--- src/rtl/vga_fb_if.sv ---
// Framebuffer read bus between the VGA reader and the pixel BRAM.
interface vga_fb_if #(parameter int DW = 12);
  logic [18:0]   o_vga_addr;
  logic [DW-1:0] i_vga_data;

  modport master (output o_vga_addr, input  i_vga_data);
  modport slave  (input  o_vga_addr, output i_vga_data);
endinterface

--- src/rtl/vga_fb_reader.sv ---
// VGA timing generator and framebuffer read side: one read address per active
// pixel, sync/DE delayed by the BRAM latency so colour and timing stay aligned.
module vga_fb_reader #(
  parameter int DW       = 12,
  parameter int RD_LAT   = 1,
  parameter int H_ACTIVE = 640,
  parameter int H_FP     = 16,
  parameter int H_SYNC   = 96,
  parameter int H_BP     = 48,
  parameter int V_ACTIVE = 480,
  parameter int V_FP     = 10,
  parameter int V_SYNC   = 2,
  parameter int V_BP     = 33
) (
  input  logic          i_clk,
  input  logic          i_rst,
  vga_fb_if.master      fb,
  output logic          o_hsync,
  output logic          o_vsync,
  output logic          o_de,
  output logic [DW-1:0] o_rgb,
  output logic          o_frame_start
);
  localparam int H_TOTAL = H_ACTIVE + H_FP + H_SYNC + H_BP;
  localparam int V_TOTAL = V_ACTIVE + V_FP + V_SYNC + V_BP;
  localparam int HW      = $clog2(H_TOTAL);
  localparam int VW      = $clog2(V_TOTAL);

  localparam logic [HW-1:0] H_LAST     = HW'(H_TOTAL - 1);
  localparam logic [HW-1:0] H_ACT      = HW'(H_ACTIVE);
  localparam logic [HW-1:0] H_ACT_LAST = HW'(H_ACTIVE - 1);
  localparam logic [HW-1:0] HS_BEG     = HW'(H_ACTIVE + H_FP);
  localparam logic [HW-1:0] HS_END     = HW'(H_ACTIVE + H_FP + H_SYNC);
  localparam logic [VW-1:0] V_LAST     = VW'(V_TOTAL - 1);
  localparam logic [VW-1:0] V_ACT      = VW'(V_ACTIVE);
  localparam logic [VW-1:0] V_ACT_LAST = VW'(V_ACTIVE - 1);
  localparam logic [VW-1:0] VS_BEG     = VW'(V_ACTIVE + V_FP);
  localparam logic [VW-1:0] VS_END     = VW'(V_ACTIVE + V_FP + V_SYNC);

  logic [HW-1:0] r_h;
  logic [VW-1:0] r_v;
  logic [18:0]   r_addr;

  logic w_h_end, w_v_end, w_active, w_last_px, w_hs, w_vs, w_fs;

  assign w_h_end   = (r_h == H_LAST);
  assign w_v_end   = (r_v == V_LAST);
  assign w_active  = (r_h < H_ACT) && (r_v < V_ACT);
  assign w_last_px = (r_h == H_ACT_LAST) && (r_v == V_ACT_LAST);
  assign w_hs      = (r_h >= HS_BEG) && (r_h < HS_END);
  assign w_vs      = (r_v >= VS_BEG) && (r_v < VS_END);
  assign w_fs      = (r_h == '0) && (r_v == '0);

  always_ff @(posedge i_clk or posedge i_rst) begin
    if (i_rst) begin
      r_h <= '0;
      r_v <= '0;
    end else if (w_h_end) begin
      r_h <= '0;
      r_v <= w_v_end ? '0 : r_v + VW'(1);
    end else begin
      r_h <= r_h + HW'(1);
    end
  end

  // Incremental raster address: avoids a y*640 multiplier, wraps on the last pixel.
  always_ff @(posedge i_clk or posedge i_rst) begin
    if (i_rst)         r_addr <= '0;
    else if (w_active) r_addr <= w_last_px ? '0 : r_addr + 19'd1;
  end

  assign fb.o_vga_addr = r_addr;

  // Per stage: {frame_start, vsync_asserted, hsync_asserted, active}.
  logic [RD_LAT-1:0][3:0] r_dly;
  logic [3:0]             w_tap;

  always_ff @(posedge i_clk or posedge i_rst) begin
    if (i_rst) begin
      r_dly <= '0;
    end else begin
      r_dly[0] <= {w_fs, w_vs, w_hs, w_active};
      for (int i = 1; i < RD_LAT; i++) r_dly[i] <= r_dly[i-1];
    end
  end

  assign w_tap = r_dly[RD_LAT-1];

  logic          r_de, r_hs_n, r_vs_n, r_fs;
  logic [DW-1:0] r_rgb;

  always_ff @(posedge i_clk or posedge i_rst) begin
    if (i_rst) begin
      r_de   <= 1'b0;
      r_hs_n <= 1'b1;
      r_vs_n <= 1'b1;
      r_fs   <= 1'b0;
      r_rgb  <= '0;
    end else begin
      r_de   <= w_tap[0];
      r_hs_n <= ~w_tap[1];
      r_vs_n <= ~w_tap[2];
      r_fs   <= w_tap[3];
      r_rgb  <= w_tap[0] ? fb.i_vga_data : '0;
    end
  end

  assign o_de          = r_de;
  assign o_hsync       = r_hs_n;
  assign o_vsync       = r_vs_n;
  assign o_frame_start = r_fs;
  assign o_rgb         = r_rgb;
endmodule

--- src/flat_wrapper.sv ---
// flat-port wrapper written by rule: the top's interface ports become plain ports
module vga_fb_reader_flat 
#(
  parameter int DW       = 12,
  parameter int RD_LAT   = 1,
  parameter int H_ACTIVE = 640,
  parameter int H_FP     = 16,
  parameter int H_SYNC   = 96,
  parameter int H_BP     = 48,
  parameter int V_ACTIVE = 480,
  parameter int V_FP     = 10,
  parameter int V_SYNC   = 2,
  parameter int V_BP     = 33
)
  (i_clk, i_rst, o_hsync, o_vsync, o_de, o_rgb, o_frame_start, fb_o_vga_addr, fb_i_vga_data);
  vga_fb_if #(.DW(DW)) fb_i ();
  input  logic i_clk;
  input  logic i_rst;
  output logic o_hsync;
  output logic o_vsync;
  output logic o_de;
  output logic [DW-1:0] o_rgb;
  output logic o_frame_start;
  output wire logic [$bits(fb_i.o_vga_addr)-1:0] fb_o_vga_addr;
  input wire logic [$bits(fb_i.i_vga_data)-1:0] fb_i_vga_data;
  assign fb_o_vga_addr = fb_i.o_vga_addr;
  assign fb_i.i_vga_data = fb_i_vga_data;
  vga_fb_reader #(.DW(DW), .RD_LAT(RD_LAT), .H_ACTIVE(H_ACTIVE), .H_FP(H_FP), .H_SYNC(H_SYNC), .H_BP(H_BP), .V_ACTIVE(V_ACTIVE), .V_FP(V_FP), .V_SYNC(V_SYNC), .V_BP(V_BP)) u_core (.i_clk(i_clk), .i_rst(i_rst), .fb(fb_i), .o_hsync(o_hsync), .o_vsync(o_vsync), .o_de(o_de), .o_rgb(o_rgb), .o_frame_start(o_frame_start));
endmodule
--- config.mk ---
export PLATFORM = sky130hd
export DESIGN_NAME = vga_fb_reader_flat
export DESIGN_NICKNAME = d
export VERILOG_FILES = /design/src/rtl/vga_fb_if.sv /design/src/rtl/vga_fb_reader.sv /design/src/flat_wrapper.sv
export SDC_FILE = /design/constraint.sdc
export NUM_CORES = 1
export LEC_CHECK = 0
export CAP_MARGIN = 30
export CORE_MARGIN = 2
export CORE_UTILIZATION = 55
export DETAILED_ROUTE_END_ITERATION = 10
export PLACE_DENSITY = 0.83
export SLEW_MARGIN = 20
export SYNTH_ARGS = -nofsm -noshare
export SYNTH_HDL_FRONTEND = slang
export SYNTH_SLANG_ARGS = --single-unit
export TNS_END_PERCENT = 20
--- constraint.sdc ---
create_clock -name i_clk -period 3.1 [get_ports i_clk]
set_input_delay 0.62 -clock i_clk [delete_from_list [all_inputs] [get_ports i_clk]]
set_output_delay 0.62 -clock i_clk [all_outputs]
set_load 0.03 [all_outputs]
Word-level counts from Yosys, hierarchy flattened:

Index checks and enable logic that the tools add are counted.

* add/subtract/negate cells: 3
* order comparisons: 6
* equality and inequality tests: 4
* multiplexer cells: 4
* bitwise gates (word level): 2
* reductions and logical operators: 7

Operator list (number)
* $eq 10x10->1 const B: 3
* $add 10x1->10 const B: 2
* $logic_not 10->1: 2
* $lt 10x10->1 const B: 2
* $lt 10x9->1 const B: 2
* $mux 10: 2
* $add 19x1->19 const B: 1
* $mux 19: 1
* $mux 12: 1
* $eq 10x9->1 const B: 1
* $ge 10x10->1 const B: 1
* $ge 10x9->1 const B: 1
* $logic_and 1x1->1: 5
* $not 1->1: 2

* flip-flop bits (word level): 59
* input bits: 14
* output and inout bits: 35
* word-level logic and storage cells: 35

Logic depth before layout (Yosys ltp):

* word-level depth: 3
* gate-level depth with buffers: 7
* gate-level depth less buffers: 6

Least setup slack after synthesis:

No wires, ideal clock.

* path type: register to register
* start point: reg u_core.r_addr[2] (netlist: u_core.fb.o_vga_addr[2])
* end point: reg u_core.r_addr[11] (netlist: u_core.fb.o_vga_addr[11])
* arrival time: 2029 ps
* setup slack: 994 ps
* stages on the path, launching flop included: 6
* path buffers: 1
* period minus slack after synthesis: 2106 ps
* cells stage by stage: dfrtp_1 -> and4_1 -> or4b_4 -> buf_6 -> or4_1 -> a21oi_1

* cells in the longest elaborated chain, start to end: 2

Ends and longest elaborated chain
* start: declaration: line vga_fb_reader.sv:42 `logic [18:0] r_addr;`
* start signal: assignment: line vga_fb_reader.sv:69 `else if (w_active) r_addr <= w_last_px ? '0 : r_addr + 19'd1;`
* $add 19x1->19: line vga_fb_reader.sv:69
* $mux 19: line vga_fb_reader.sv:69

Every way passes these cells.
A chain may end at the register's enable or synchronous reset.

Worst setup path after layout:

* start point: reg u_core.r_v[8]
* end point: reg u_core.r_addr[16] (netlist: u_core.fb.o_vga_addr[16])

* cells in the longest elaborated chain, start to end: 3

Ends and longest elaborated chain
* start: declaration: line vga_fb_reader.sv:41 `logic [VW-1:0] r_v;`
* start signal: assignment: line vga_fb_reader.sv:60 `r_v <= w_v_end ? '0 : r_v + VW'(1);`
* branches (longest 3 deep; another with $lt 10x9->1)

Several ways; the timed one is not identified.

==> run_results.csv <==
group,metric,value,unit
worst_setup_path,cp_top_family,"simple AND/OR/NAND/NOR gates",
layout,drive_gt1_share,7.21,%
routing,drtIter0Drc,175,
placed_design,place.gp.congestion,0.870,
layout,instances_no_fill,386,
outcome,outcome,"finished clean",
worst_setup_path,rr_startpoint,"u_core.r_v[8]",
routing,vias,2242,
logic_synthesis,synth_common_cells,"57 x dfrtp_1, 22 x nand2_1, 16 x a21oi_1",
cts,cts_htree_levels,3,
timing,setup_tns,0,ns
logic_synthesis,syn_inst,266,
worst_setup_path,cp-startpoint,"u_core.r_v[8]",
logic_synthesis,synth_seq_cells,59,
worst_setup_path,crit_slowest_cell,"or4b_4",
hold_path,worstHoldPathType,"reg -> reg",
grt,grt_first_pass_wirelength,9590,um
timing,fin_worst_skew,0.00477,ns
layout,fin_nets,333,
power_and_ir_drop,p_leak,1.40,nW
power_and_ir_drop,power_switching,0.000338,W
logic_synthesis,synth_flop_cell,"dfrtp_1",
logic_synthesis,synth_area,2730,sq um
logic_synthesis,async_reset_ff_share,100,%
die,core,4750,sq um
die,die_h,74.5,um
logic_synthesis,synthDistinctLibCells,35,
logic_synthesis,synth_edf_count,0,
cts,path_clk_slew,0.07,ns
power_and_ir_drop,share_comb_of_total_power,4.2,%
cts,clk_path_buf_depth,2,
cts,clock-root-buffer,"clkbuf_8",
timing,finalSetupViolCount,0,
layout,final_area,3490,sq um
routing,drc,0,
worst_setup_path,reg2reg_depth,4,
layout,nFillCells,357,
die,pin_count,49,
worst_setup_path,critPathBufInv,0,
worst_setup_path,slowest_delay,0.69,ns
cts,post-cts-setup-buffers,0,
power_and_ir_drop,p_clk_share,50.0,%
logic_synthesis,synth_nets,285,
worst_setup_path,crit_chain,"and4_1 -> or4b_4 -> or4_1 -> a21oi_1",
cts,cts_buffers,9,
worst_setup_path,timing.rr.end,"u_core.fb.o_vga_addr[16]",
power_and_ir_drop,switching_share,19.8,%
grt,grt_usage,23.1,%
worst_setup_path,worstSetupPathType,"reg -> reg",
timing,period_needed,2.23,ns
worst_setup_path,required,3.36,ns
grt,antenna_found_initial,0,
routing,drt-wirelength-per-cell,15.1,um
cts,hold_buffers,0,
layout,area_delta_synth_final,27.7,%
timing,fin_crit_sh,72.0,%
worst_setup_path,rrSetupSlack,0.87,ns
logic_synthesis,yosysWarnings,0,
timing,relSlewSlack,52.8,%
worst_setup_path,cp_max_fo,22,
grt,grt_max_degree,32,
die,start_util,57.5,%
timing,worstMarginPinSlew,0.698,ns
power_and_ir_drop,intPower,0.00136,W
worst_setup_path,critPathLaunchType,"flop",
logic_synthesis,avgSynthCellArea,10.3,sq um
timing,hold_viol,0,
logic_synthesis,synth_top_area_share,52.2,%
logic_synthesis,synth_most_common_cell,"dfrtp_1",
worst_setup_path,worst-path-stages,4,
routing,vias_per_cell,5.81,
power_and_ir_drop,power_density,487,nW/um^2
timing,drv_slew,0,
cts,insertion_delay,0.34,ns
logic_synthesis,synth_area_leaders,"dfrtp_1 52%, and2_1 3.2%, xnor2_1 3.2%",
die,die_x,74.5,um
job,drv_cap,0,
logic_synthesis,yosysTopAreaCell,"dfrtp_1",
die,dieArea,5550,sq um
cts,cts_resized,0,
die,row_count,25,
timing,max_freq,448,MHz
logic_synthesis,ys_seq_area_share,54.1,%
placed_design,dp.cells,370,
grt,first_global_vias,2112,
layout,antennaDiodeCount,0,
cts,cts.sinks,59,
cts,cts_tree,"yes",
power_and_ir_drop,seqPwrFrac,45.8,%
worst_setup_path,endpoint,"u_core.fb.o_vga_addr[16]",
placed_design,dpl_cell_area,3250,sq um
routing,drt-total-wl,5820,um
placed_design,dp_hpwl,3930,um
power_and_ir_drop,ir_worst_vdd,0.357,mV
grt,grt-ovfl-total,0,
placed_design,port_buffers,48,
routing,ant_nets,0,
timing,rsz0062_at_grt,"no",
routing,firstDrtPassIters,5,
worst_setup_path,end_kind,"flop",
worst_setup_path,cp.arrival,2.50,ns
-- per-layer routing --
layer  GRT usage [%]  vias up  wire length (um)
met3            7.45       10               425
li1                -     1058                 -
met1            28.0     1084              2430
met4            11.7        0               111
met2            37.3       90              2860
met5               0        -                 0
-- worst reg2reg max path: cells and delay by family, from the launching register on --
family / cells / cell delay (ns)
flops: 1 / 0.42
simple gates: 3 / 1.57
compound gates: 1 / 0.17
-- cells in the final DEF (no fill, tap or decap), drive strengths merged --
| cell type | instances |
|---|---|
| dfrtp | 57 |
| clkdlybuf4s50 | 48 |
| nand2 | 22 |
| a21oi | 16 |
| o21ai | 14 |
| and2 | 14 |
| nand3 | 12 |
| nor2 | 12 |
| or4 | 11 |
| inv | 11 |
| clkbuf | 11 |
| o31ai | 10 |
| xnor2 | 10 |
| nand4 | 9 |
| nor4 | 7 |
| or3 | 5 |
| and3 | 5 |
| xor2 | 5 |
| ha | 5 |
| and4 | 4 |
| nor3 | 4 |
| nand3b | 3 |
| nor4b | 3 |
| bufinv | 3 |
| buf | 3 |
| or4b | 3 |
| a22oi | 2 |
| clkinv | 2 |
| dfstp | 2 |
| o21a | 1 |
| nand2b | 1 |
| nor3b | 1 |
| o22ai | 1 |
| a31oi | 1 |
| o41ai | 1 |
-- cells by family after synthesis --
group	Yosys count	share of synthesized area, %
and+or+nand+nor	116	24.9
AOI/OAI and AO/OA	46	9.84
buffers and inverters	25	4.12
xor gates and xnor gates	15	4.81
DFF	59	54.1
adders and majority gates	5	2.29
-- how the worst min path moves through the flow --
| stage | start | endpoint | slack [ns] | cells after the start |
|---|---|---|---|---|
| 4_1_cts | u_core.r_dly[2] | u_core.o_vsync | 0.35 | 1 |
| 3_3_place_gp | u_core.r_dly[3] | u_core.o_frame_start | 0.34 | 0 |
| 2_1_floorplan | u_core.r_dly[3] | u_core.o_frame_start | 0.33 | 0 |
| 5_1_grt | u_core.r_dly[3] | u_core.o_frame_start | 0.35 | 0 |
| 6_report | u_core.r_dly[1] | u_core.o_hsync | 0.35 | 1 |
| 3_5_place_dp | u_core.r_dly[3] | u_core.o_frame_start | 0.34 | 0 |
-- stage by stage --
stage	utilization, %	hold WS (ns)	total power, W	worst slack [ns]
detailed placement	68.3	0.338	0.000866	0.935
finish	73.4	0.348	0.00170	0.867
global route	73.4	0.349	0.00175	0.771
global placement	68.3	0.337	0.000865	0.986
floorplan	-	0.331	0.000827	0.994
CTS	73.4	0.351	0.00171	0.877
-- power by group through the flow --
stage	clock network (W)	registers, W	logic (W)
3_3_place_gp	0	0.000794	0.0000710
6_report	0.000851	0.000780	0.0000709
5_1_grt	0.000896	0.000780	0.0000770
3_5_place_dp	0	0.000794	0.0000721
4_1_cts	0.000861	0.000780	0.0000725
2_1_floorplan	0	0.000811	0.0000165
-- flip-flops by register name (all words and copies together), names as in the netlist --
name / flops
u_core.r_h: 10
u_core.o_frame_start: 1
u_core.o_vsync: 1
u_core.fb.o_vga_addr: 19
u_core.o_hsync: 1
u_core.o_de: 1
u_core.r_dly: 4
u_core.r_v: 10
u_core.o_rgb: 12
-- cell type report --
type,count,area (sq um),share of cell area [%]
multi-input cells,182,1140,32.7
inverters,11,41.3,1.18
flip-flops and latches,59,1480,42.4
clock buffers,11,141,4.05
well taps,67,83.8,2.40
repair buffers,51,503,14.4
clock inverters,5,100,2.87
No activity file was read; power rests on OpenSTA's default activity.
